[src/rtl/mux_pkg.sv]
// Shared arbitration helpers: round-robin pick and increment-with-wrap.
package mux_pkg;

  localparam int unsigned MAX_N  = 64;
  localparam int unsigned MAX_SW = 6;

  typedef struct packed {
    logic              found;
    logic [MAX_SW-1:0] idx;
  } pick_t;

  // First set bit of req scanning ptr, ptr+1, ..., n-1, 0, ..., ptr-1 (ptr < n).
  function automatic pick_t rr_pick(input logic [MAX_N-1:0]  req,
                                    input logic [MAX_SW-1:0] ptr,
                                    input int unsigned       n);
    pick_t       res;
    int unsigned cand;
    res = '0;
    for (int unsigned off = 0; off < MAX_N; off++) begin
      cand = 32'(ptr) + off;
      if (cand >= n) cand = cand - n;
      if ((off < n) && !res.found && req[cand[MAX_SW-1:0]]) begin
        res.found = 1'b1;
        res.idx   = cand[MAX_SW-1:0];
      end
    end
    return res;
  endfunction

  // idx + 1, returning to 0 after n-1; valid for any n, power of two or not.
  function automatic logic [MAX_SW-1:0] idx_wrap(input logic [MAX_SW-1:0] idx,
                                                 input int unsigned       n);
    return ((32'(idx) + 32'd1) >= n) ? '0 : idx + MAX_SW'(1);
  endfunction

endpackage

[src/rtl/rr_arbiter.sv]
// Combinational round-robin arbiter: picks the first requester at or after ptr.
module rr_arbiter
  import mux_pkg::*;
#(
  parameter  int unsigned N  = 8,
  localparam int unsigned SW = $clog2(N)
) (
  input  logic [N-1:0]  req,
  input  logic [SW-1:0] ptr,
  output logic [SW-1:0] gnt_idx,
  output logic          gnt_valid
);

  pick_t pick;

  // Widen to the package's fixed-size helper and narrow the result back.
  always_comb begin
    pick      = rr_pick(MAX_N'(req), MAX_SW'(ptr), N);
    gnt_idx   = SW'(pick.idx);
    gnt_valid = pick.found;
  end

endmodule

[src/rtl/rr_mux.sv]
// N-to-1 round-robin mux with valid/ready per channel and a registered output stream.
module rr_mux
  import mux_pkg::*;
#(
  parameter  int unsigned N  = 8,
  parameter  int unsigned W  = 8,
  localparam int unsigned SW = $clog2(N)
) (
  input  logic           clk,
  input  logic           rst,
  input  logic [N-1:0]   in_valid,
  input  logic [N*W-1:0] in_data,
  output logic [N-1:0]   in_ready,
  output logic           out_valid,
  output logic [W-1:0]   out_data,
  output logic [SW-1:0]  out_sel,
  input  logic           out_ready
);

  logic          out_valid_q, out_valid_d;
  logic [W-1:0]  out_data_q,  out_data_d;
  logic [SW-1:0] out_sel_q,   out_sel_d;
  logic [SW-1:0] ptr_q,       ptr_d;

  logic [SW-1:0] gnt_idx;
  logic          gnt_valid;
  logic          load_ok;
  logic          xfer;
  logic [W-1:0]  gnt_data;

  rr_arbiter #(.N(N)) u_arb (
    .req       (in_valid),
    .ptr       (ptr_q),
    .gnt_idx   (gnt_idx),
    .gnt_valid (gnt_valid)
  );

  // Accept decision and one-hot ready fan-out; independent of in_data.
  always_comb begin
    load_ok  = !out_valid_q || out_ready;
    xfer     = load_ok && gnt_valid && !rst;
    in_ready = '0;
    if (xfer) in_ready = N'(1) << gnt_idx;
  end

  // Data of the granted channel.
  always_comb begin
    gnt_data = '0;
    for (int unsigned i = 0; i < N; i++) begin
      if (gnt_idx == SW'(i)) gnt_data = in_data[i*W +: W];
    end
  end

  // Next state: load on transfer (replaces a draining beat), otherwise drain or hold.
  always_comb begin
    out_valid_d = out_valid_q;
    out_data_d  = out_data_q;
    out_sel_d   = out_sel_q;
    ptr_d       = ptr_q;
    if (xfer) begin
      out_valid_d = 1'b1;
      out_data_d  = gnt_data;
      out_sel_d   = gnt_idx;
      ptr_d       = SW'(idx_wrap(MAX_SW'(gnt_idx), N));
    end else if (out_ready) begin
      out_valid_d = 1'b0;
    end
  end

  // Output register and priority pointer.
  always_ff @(posedge clk) begin
    if (rst) begin
      out_valid_q <= 1'b0;
      out_data_q  <= '0;
      out_sel_q   <= '0;
      ptr_q       <= '0;
    end else begin
      out_valid_q <= out_valid_d;
      out_data_q  <= out_data_d;
      out_sel_q   <= out_sel_d;
      ptr_q       <= ptr_d;
    end
  end

  assign out_valid = out_valid_q;
  assign out_data  = out_data_q;
  assign out_sel   = out_sel_q;

endmodule

[config.mk]
export PLATFORM = sky130hd
export DESIGN_NAME = rr_mux
export DESIGN_NICKNAME = d
export VERILOG_FILES = /design/src/rtl/mux_pkg.sv /design/src/rtl/rr_arbiter.sv /design/src/rtl/rr_mux.sv
export SDC_FILE = /design/constraint.sdc
export NUM_CORES = 1
export LEC_CHECK = 0
export BUFFER_PORTS_ARGS = -buffer_cell sky130_fd_sc_hd__buf_2
export CAP_MARGIN = 20
export CORE_MARGIN = 2
export CORE_UTILIZATION = 40
export CTS_CLUSTER_DIAMETER = 50
export DETAILED_ROUTE_END_ITERATION = 16
export GPL_TIMING_DRIVEN = 0
export HOLD_SLACK_MARGIN = 0.1
export PLACE_DENSITY = 0.78
export SETUP_SLACK_MARGIN = 0.5
export SLEW_MARGIN = 25
export SYNTH_ARGS = -nofsm -noshare
export SYNTH_HDL_FRONTEND = slang
export SYNTH_HIERARCHICAL = 1
export SYNTH_SLANG_ARGS = --single-unit
[constraint.sdc]
create_clock -name clk -period 6.35 [get_ports clk]
set_input_delay 0.3175 -clock clk [delete_from_list [all_inputs] [get_ports clk]]
set_output_delay 0.3175 -clock clk [all_outputs]
set_load 0.01 [all_outputs]
# --- Word-level counts from Yosys, hierarchy flattened ---
# Cells that the tools add are included.
word_totals:
  register_bits: 15
  inputBits: 75
  out_inout_bits: 20
  wordCells: 111
classes:
  add_sub_neg: 17
  order_cmp: 17
  n_eq_ne: 7
  n_shift: 1
  n_mux: 44
  n_reduce_logical: 21
ops:
  columns: ["op", "count"]
  rows:
  - ["greater-or-equal comparator 32 x 4 -> 1 bit, second input constant", 7]
  - ["2-to-1 mux 8 bit", 9]
  - ["< comparator 6 x 7 -> 1 bit, second input constant", 8]
  - ["2-to-1 mux 7 bit", 8]
  - ["binary-select mux 1 bit (select 6 bit)", 8]
  - ["2-to-1 mux 6 bit", 8]
  - ["subtractor 6 x 4 -> 6 bit, second input constant", 7]
  - ["adder 3 x 3 -> 4 bit, second input constant", 4]
  - ["equality test 3 bit, second input constant", 4]
  - ["2-to-1 mux 1 bit", 10]
  - ["logical AND 1 bit", 9]
  - ["logical NOT 1 bit", 9]
  - ["adder 3 x 1 -> 4 bit, second input constant", 2]
  - ["adder 3 x 2 -> 4 bit, second input constant", 2]
  - ["<< shifter 1 x 3 -> 8 bit, first input constant", 1]
  - ["equality test 3 x 2 -> 1 bit, second input constant", 2]
  - ["subtractor 3 x 4 -> 5 bit, second input constant", 1]
  - ["greater-or-equal comparator 3 x 4 -> 1 bit, second input constant", 1]
  - ["greater-or-equal comparator 4 bit, second input constant", 1]
  - ["adder 3 x 1 -> 3 bit, second input constant", 1]
  - ["equality test 3 x 1 -> 1 bit, second input constant", 1]
  - ["logical NOT 3 bit", 1]
  - ["2-to-1 mux 3 bit", 1]
  - ["nonzero test 2 bit", 1]
  - ["logical OR 1 bit", 1]

# --- Depth between registers and ports, before layout ---
logic_depth:
  ltp_word: 35
  ltp_mapped: 20
  mapped_depth_nobuf: 15

# --- By module ---
# Netlist, hierarchy kept.
by_module_without_submodules:
  columns: ["module", "instances", "cells_each", "area_each_um2", "seq_area_each_um2"]
  rows:
  - ["rr_mux", 1, 201, 1412.6, 300.3]
  - ["rr_arbiter", 1, 100, 885.8, 0.0]

# --- Least setup slack after synthesis ---
# Ideal clock, no wire load.
synth_timing:
  kind: "reg2reg"
  startpoint: "register ptr_q[1]"
  endpoint: "register out_data_q[2], in the netlist out_data[2]"
  setup_ps: 95
  t_arrival_ps: 4827
  t_required_ps: 6255
  path_slack_ps: 1427
  stages_incl_launch_ff: 20
  n_path_buf: 5
  period_less_slack_ps: 4923
  path_cell_list: "dfxtp_1 buf_6 inv_1 ha_1 clkbuf_1 mux4_2 mux2_4 a2111oi_4 and3b_1 buf_4 o21ai_1 o21ai_1 clkbuf_1 clkinv_1 ha_1 clkbuf_1 nor2b_1 or4_1 a41o_1 a221oi_1"
synth_via:
  elab_chain_len: 35
  word_cells_on_any_way: 87
  classes_between: "15 x add/sub; 8 x order compare; 7 x eq/ne; 40 x mux; 17 x reduce/logical"
synth_lines:
  columns: ["item", "line_no", "rtl"]
  rows:
  - ["start: declaration", "rr_mux.sv:23", "logic [SW-1:0] ptr_q, ptr_d;"]
  - ["start signal: assignment", "rr_mux.sv:81", "ptr_q <= ptr_d;"]
  - ["parallel branches: the longest is 25 deep, another holds greater-or-equal comparator 32 x 4 -> 1 bit", null, null]
  - ["2-to-1 mux 7 bit (*)", "mux_pkg.sv:22", "if ((off < n) && !res.found && req[cand[MAX_SW-1:0]]) begin"]
  - ["via gnt_idx[2]", "rr_mux.sv:25", "logic [SW-1:0] gnt_idx;"]
  - ["logical NOT 3 bit", "rr_mux.sv:50", "if (gnt_idx == SW'(i)) gnt_data = in_data[i*W +: W];"]
  - ["2-to-1 mux 8 bit (7 in series)", "rr_mux.sv:50", null]
  - ["2-to-1 mux 8 bit (*)", "rr_mux.sv:50", null]
  - ["end signal: assignment", "rr_mux.sv:79", "out_data_q <= out_data_d;"]
  - ["end: declaration", "rr_mux.sv:21", "logic [W-1:0] out_data_q, out_data_d;"]
# Mark *: on every way through the listed nets, which the timed path passes. The select of a mux whose other input is x is not followed.
# A chain may end at the register's enable or synchronous reset.

# --- Worst setup path in the final report ---
layout_timing:
  startpoint: "register ptr_q[1]"
  endpoint: "register out_data_q[3], in the netlist out_data[3]"
# Same word-level chain as after synthesis.

==> summary.txt <==
CTS
  – Cts bufs inserted: 3
  – Hold-fix buffers, CTS: 0
  – Post-cts gate resize count: 2
  – Clock latency on the worst-skew pair: between 0.2 and 0.3 ns
  – CTS max path bufs: 2
  – Post CTS Setup Buffer Count: 0
  – TritonCTS Sinks: 15
  – Clock-pin slew on the worst setup and hold paths: 0.06 ns
  – TritonCTS clock tree: built
  – Number of H-tree branching levels: 1
  – Buffer cell driving the clock tree root: clkbuf_8

Layout
  – Diodes inserted: 0
  – Post-layout instance count excluding filler cells: 471
  – Final design utilization: 0.527
  – Filler cell count: between 500 and 600
  – Commonest cells after routing, fill and taps aside: buf_2, nand2_1, a21oi_1
  – FF/Latch Area: 300 µm²
  – Share of final-layout standard cells stronger than drive strength 1: 0.328
  – Area growth from synthesis to layout: 27.0%
  – Number of nets in the layout: 489
  – Most common library cell in the layout ignoring fill and taps: buf_2
  – Multi-input logic area: 0.00185 mm²

Placement
  – Post-Place Setup Slack: 0.362 ns
  – DP Wirelength: 5940 µm
  – Placed cell count: about 470
  – Placer Congestion: slightly below 0.9
  – Count of buffers inserted at the top-level ports: 94

Die
  – Floorplan die height: 79.8 µm
  – Die span in x: around 80 µm
  – Starting density of the core: 0.415
  – IO Pins: 95
  – Number of placement rows: 27
  – DIE AREA: between 0.006 and 0.007 mm²
  – Placeable core area: 0.00554 mm²

Logic synthesis
  – Share of synthesized cell area in and, or, nand and nor gates: 0.279
  – Post-synthesis share of cell area spent on xor and xnor gates: 0.00762
  – Share of Yosys cell area claimed by the top area cell type: 0.131
  – Flip-flop cell with the highest count after synthesis: dfxtp_1
  – Main combinational cell family by area after synthesis: compound AO/OA/AOI/OAI gates
  – Synth Net Count: between 300 and 400
  – Number of cells produced by synthesis: 301
  – Synth Area in Compound Gates: 0.288
  – Mux share of post-synthesis cell area: 0.151
  – Mean Syn Cell Area: roughly 7.6 µm²
  – Number of register bits inferred by synthesis: 15
  – Largest cells by area after synthesis: dfxtp_1, mux4_2, nand2_1
  – Synth cell types: 55
  – Adder-cell share of the synthesized area: 0.0762
  – Portion of the post-synthesis area used by sequential elements: 0.131
  – Synthesized cell area: 0.00230 mm²
  – Post-synthesis async set-or-reset flop share: 0
  – Synth Warn #: 6
  – Biggest area consumer among synthesized cells: dfxtp_1
  – EDFF count, synth: 0

Timing
  – Crit share post-route: 0.870
  – Fin. max-slew vios: 0
  – Headroom to the max-slew limit: 0.575
  – Measured slew at the worst slew-check pin: 0.634 ns
  – Tmin final: 5.53 ns
  – Timing-limited maximum frequency: 181 MHz
  – Final setup violation count: 0
  – Final setup slack of the worst path: 0.824 ns
  – Unrepaired setup endpoints after global routing: false
  – Worst clock skew on the final layout: 0.00158 ns
  – Number of hold-slack violations in the final timing report: 0
  – Final-layout setup total negative slack: 0 ns

Critical path
  – Critical Path Source Type: register
  – Reg2Reg Depth: 19
  – CP required: 6.50 ns
  – Crit path arrival time: 5.68 ns
  – Peak fanout along the critical path: 10
  – CP endpoint kind: register
  – Worst Setup Path Type: register to register

Drt
  – Overall via count from detail_route: 2827
  – DR iter-0 viols: 180
  – Number of routed nets with antenna violations: 0
  – Post-detailed-routing wire length: roughly 7600 µm
  – Drt drc: 0
  – Vias/cell: 6.00
  – Iteration count of the initial detailed-routing pass: 5
  – DR WL/cell: 16.1 µm

Global route
  – Via count of the first global-routing pass: 2507
  – Largest net degree at the start of global routing: 11
  – Initial antenna violation count: 0
  – Total Routing Usage GR: 0.222
  – Global-route wire length before repair: 11500 µm
  – Global route overflow: 0

Job
  – Max-capacitance violation count: 0

Power
  – Leakage: 0.00128 µW
  – Power density of the placed cells: 710 mW/mm²
  – Max rail drop VDD: 0.367 mV

Min path
  – Tightest Hold Check Type: primary input to register
  – Hold depth: 2

Run status
  – Outcome: complete, no violations
## layout make-up
type	instances	area share
sequential	15	0.103
inverter	13	0.0171
multi-input combinational	251	0.635
clock buffer	4	0.0154
buffer	22	0.0373
timing repair buffer	94	0.161
tap	72	0.0309
## sequential cells by signal, summed over array words and instances, names as in the netlist
name / count
out_data: 8
out_sel: 3
ptr_q: 3
out_valid: 1
## where the power goes
group	leakage, µW	internal, µW	switching, µW
combinational	0.00113	775	1070
sequential	0.000124	128	22.6
clock	0.0000228	44.5	34.2
total	0.00128	948	1120
## kinds of logic after synthesis
family                   after synthesis
flip-flops                            15
buffers and inverters                 35
adder cells (fa/ha/maj)               14
AO/OA/AOI/OAI                         87
AND/OR/NAND/NOR                      127
XOR/XNOR                               2
multiplexers                          21
## cells in the mapped netlist (4+ instances only)
| master | n |
|---|---|
| a211oi_1 | 4 |
| a21oi_1 | 25 |
| a221oi_1 | 11 |
| a31oi_1 | 4 |
| a41o_1 | 7 |
| buf_2 | 4 |
| clkbuf_1 | 14 |
| dfxtp_1 | 15 |
| ha_1 | 14 |
| inv_1 | 11 |
| mux2_2 | 5 |
| mux2i_1 | 4 |
| mux4_2 | 10 |
| nand2_1 | 47 |
| nand2b_1 | 5 |
| nand3_1 | 9 |
| nand3b_1 | 5 |
| nor2_1 | 21 |
| nor2b_1 | 16 |
| nor3b_1 | 4 |
| o21ai_0 | 5 |
| o221ai_1 | 8 |
| or4_1 | 7 |
## per-layer routing
| metal | global-route usage | up-vias | share of wire |
|---|---|---|---|
| met3 | 0.0215 | 21 | 0.076 |
| li1 | - | 1337 | - |
| met2 | 0.368 | 155 | 0.46 |
| met5 | 0 | - | 0 |
| met4 | 0.0661 | 0 | 0.021 |
| met1 | 0.306 | 1314 | 0.45 |
## critical path, stage by stage, from the launching register on
cell       delay, ns
dfxtp_1         0.48
buf_6           0.20
inv_1           0.14
ha_1            0.31
clkbuf_2        0.22
mux4_2          0.39
mux2_4          0.31
a2111oi_4       0.42
and3b_1         0.20
buf_4           0.14
o21ai_1         0.06
o21ai_1         0.32
clkbuf_2        0.33
clkinv_2        0.20
ha_1            0.25
clkbuf_1        0.21
nor2b_1         0.19
or4_1           0.49
a41o_1          0.28
a221oi_1        0.28
## per-stage QoR
stage,power [µW],instance area (µm²),hold WS (ns)
6_report,2070,2920,0.347
5_1_grt,2260,2920,0.345
4_1_cts,2020,2910,0.342
3_5_place_dp,1920,2860,0.455
3_3_place_gp,1890,2860,0.453
2_1_floorplan,1510,2300,0.396
## path summary, 6_finish.rpt
| kind | endpoint | slack (ns) | startpoint |
|---|---|---|---|
| hold / removal | out_data[0] | 0.35 | rst |
| hold reg to reg | out_sel[2] | 0.47 | out_sel[2] |
| setup reg to reg | out_data[3] | 0.82 | ptr_q[1] |
| setup / recovery | out_data[3] | 0.82 | ptr_q[1] |
No activity file was read; power rests on OpenSTA's default activity.
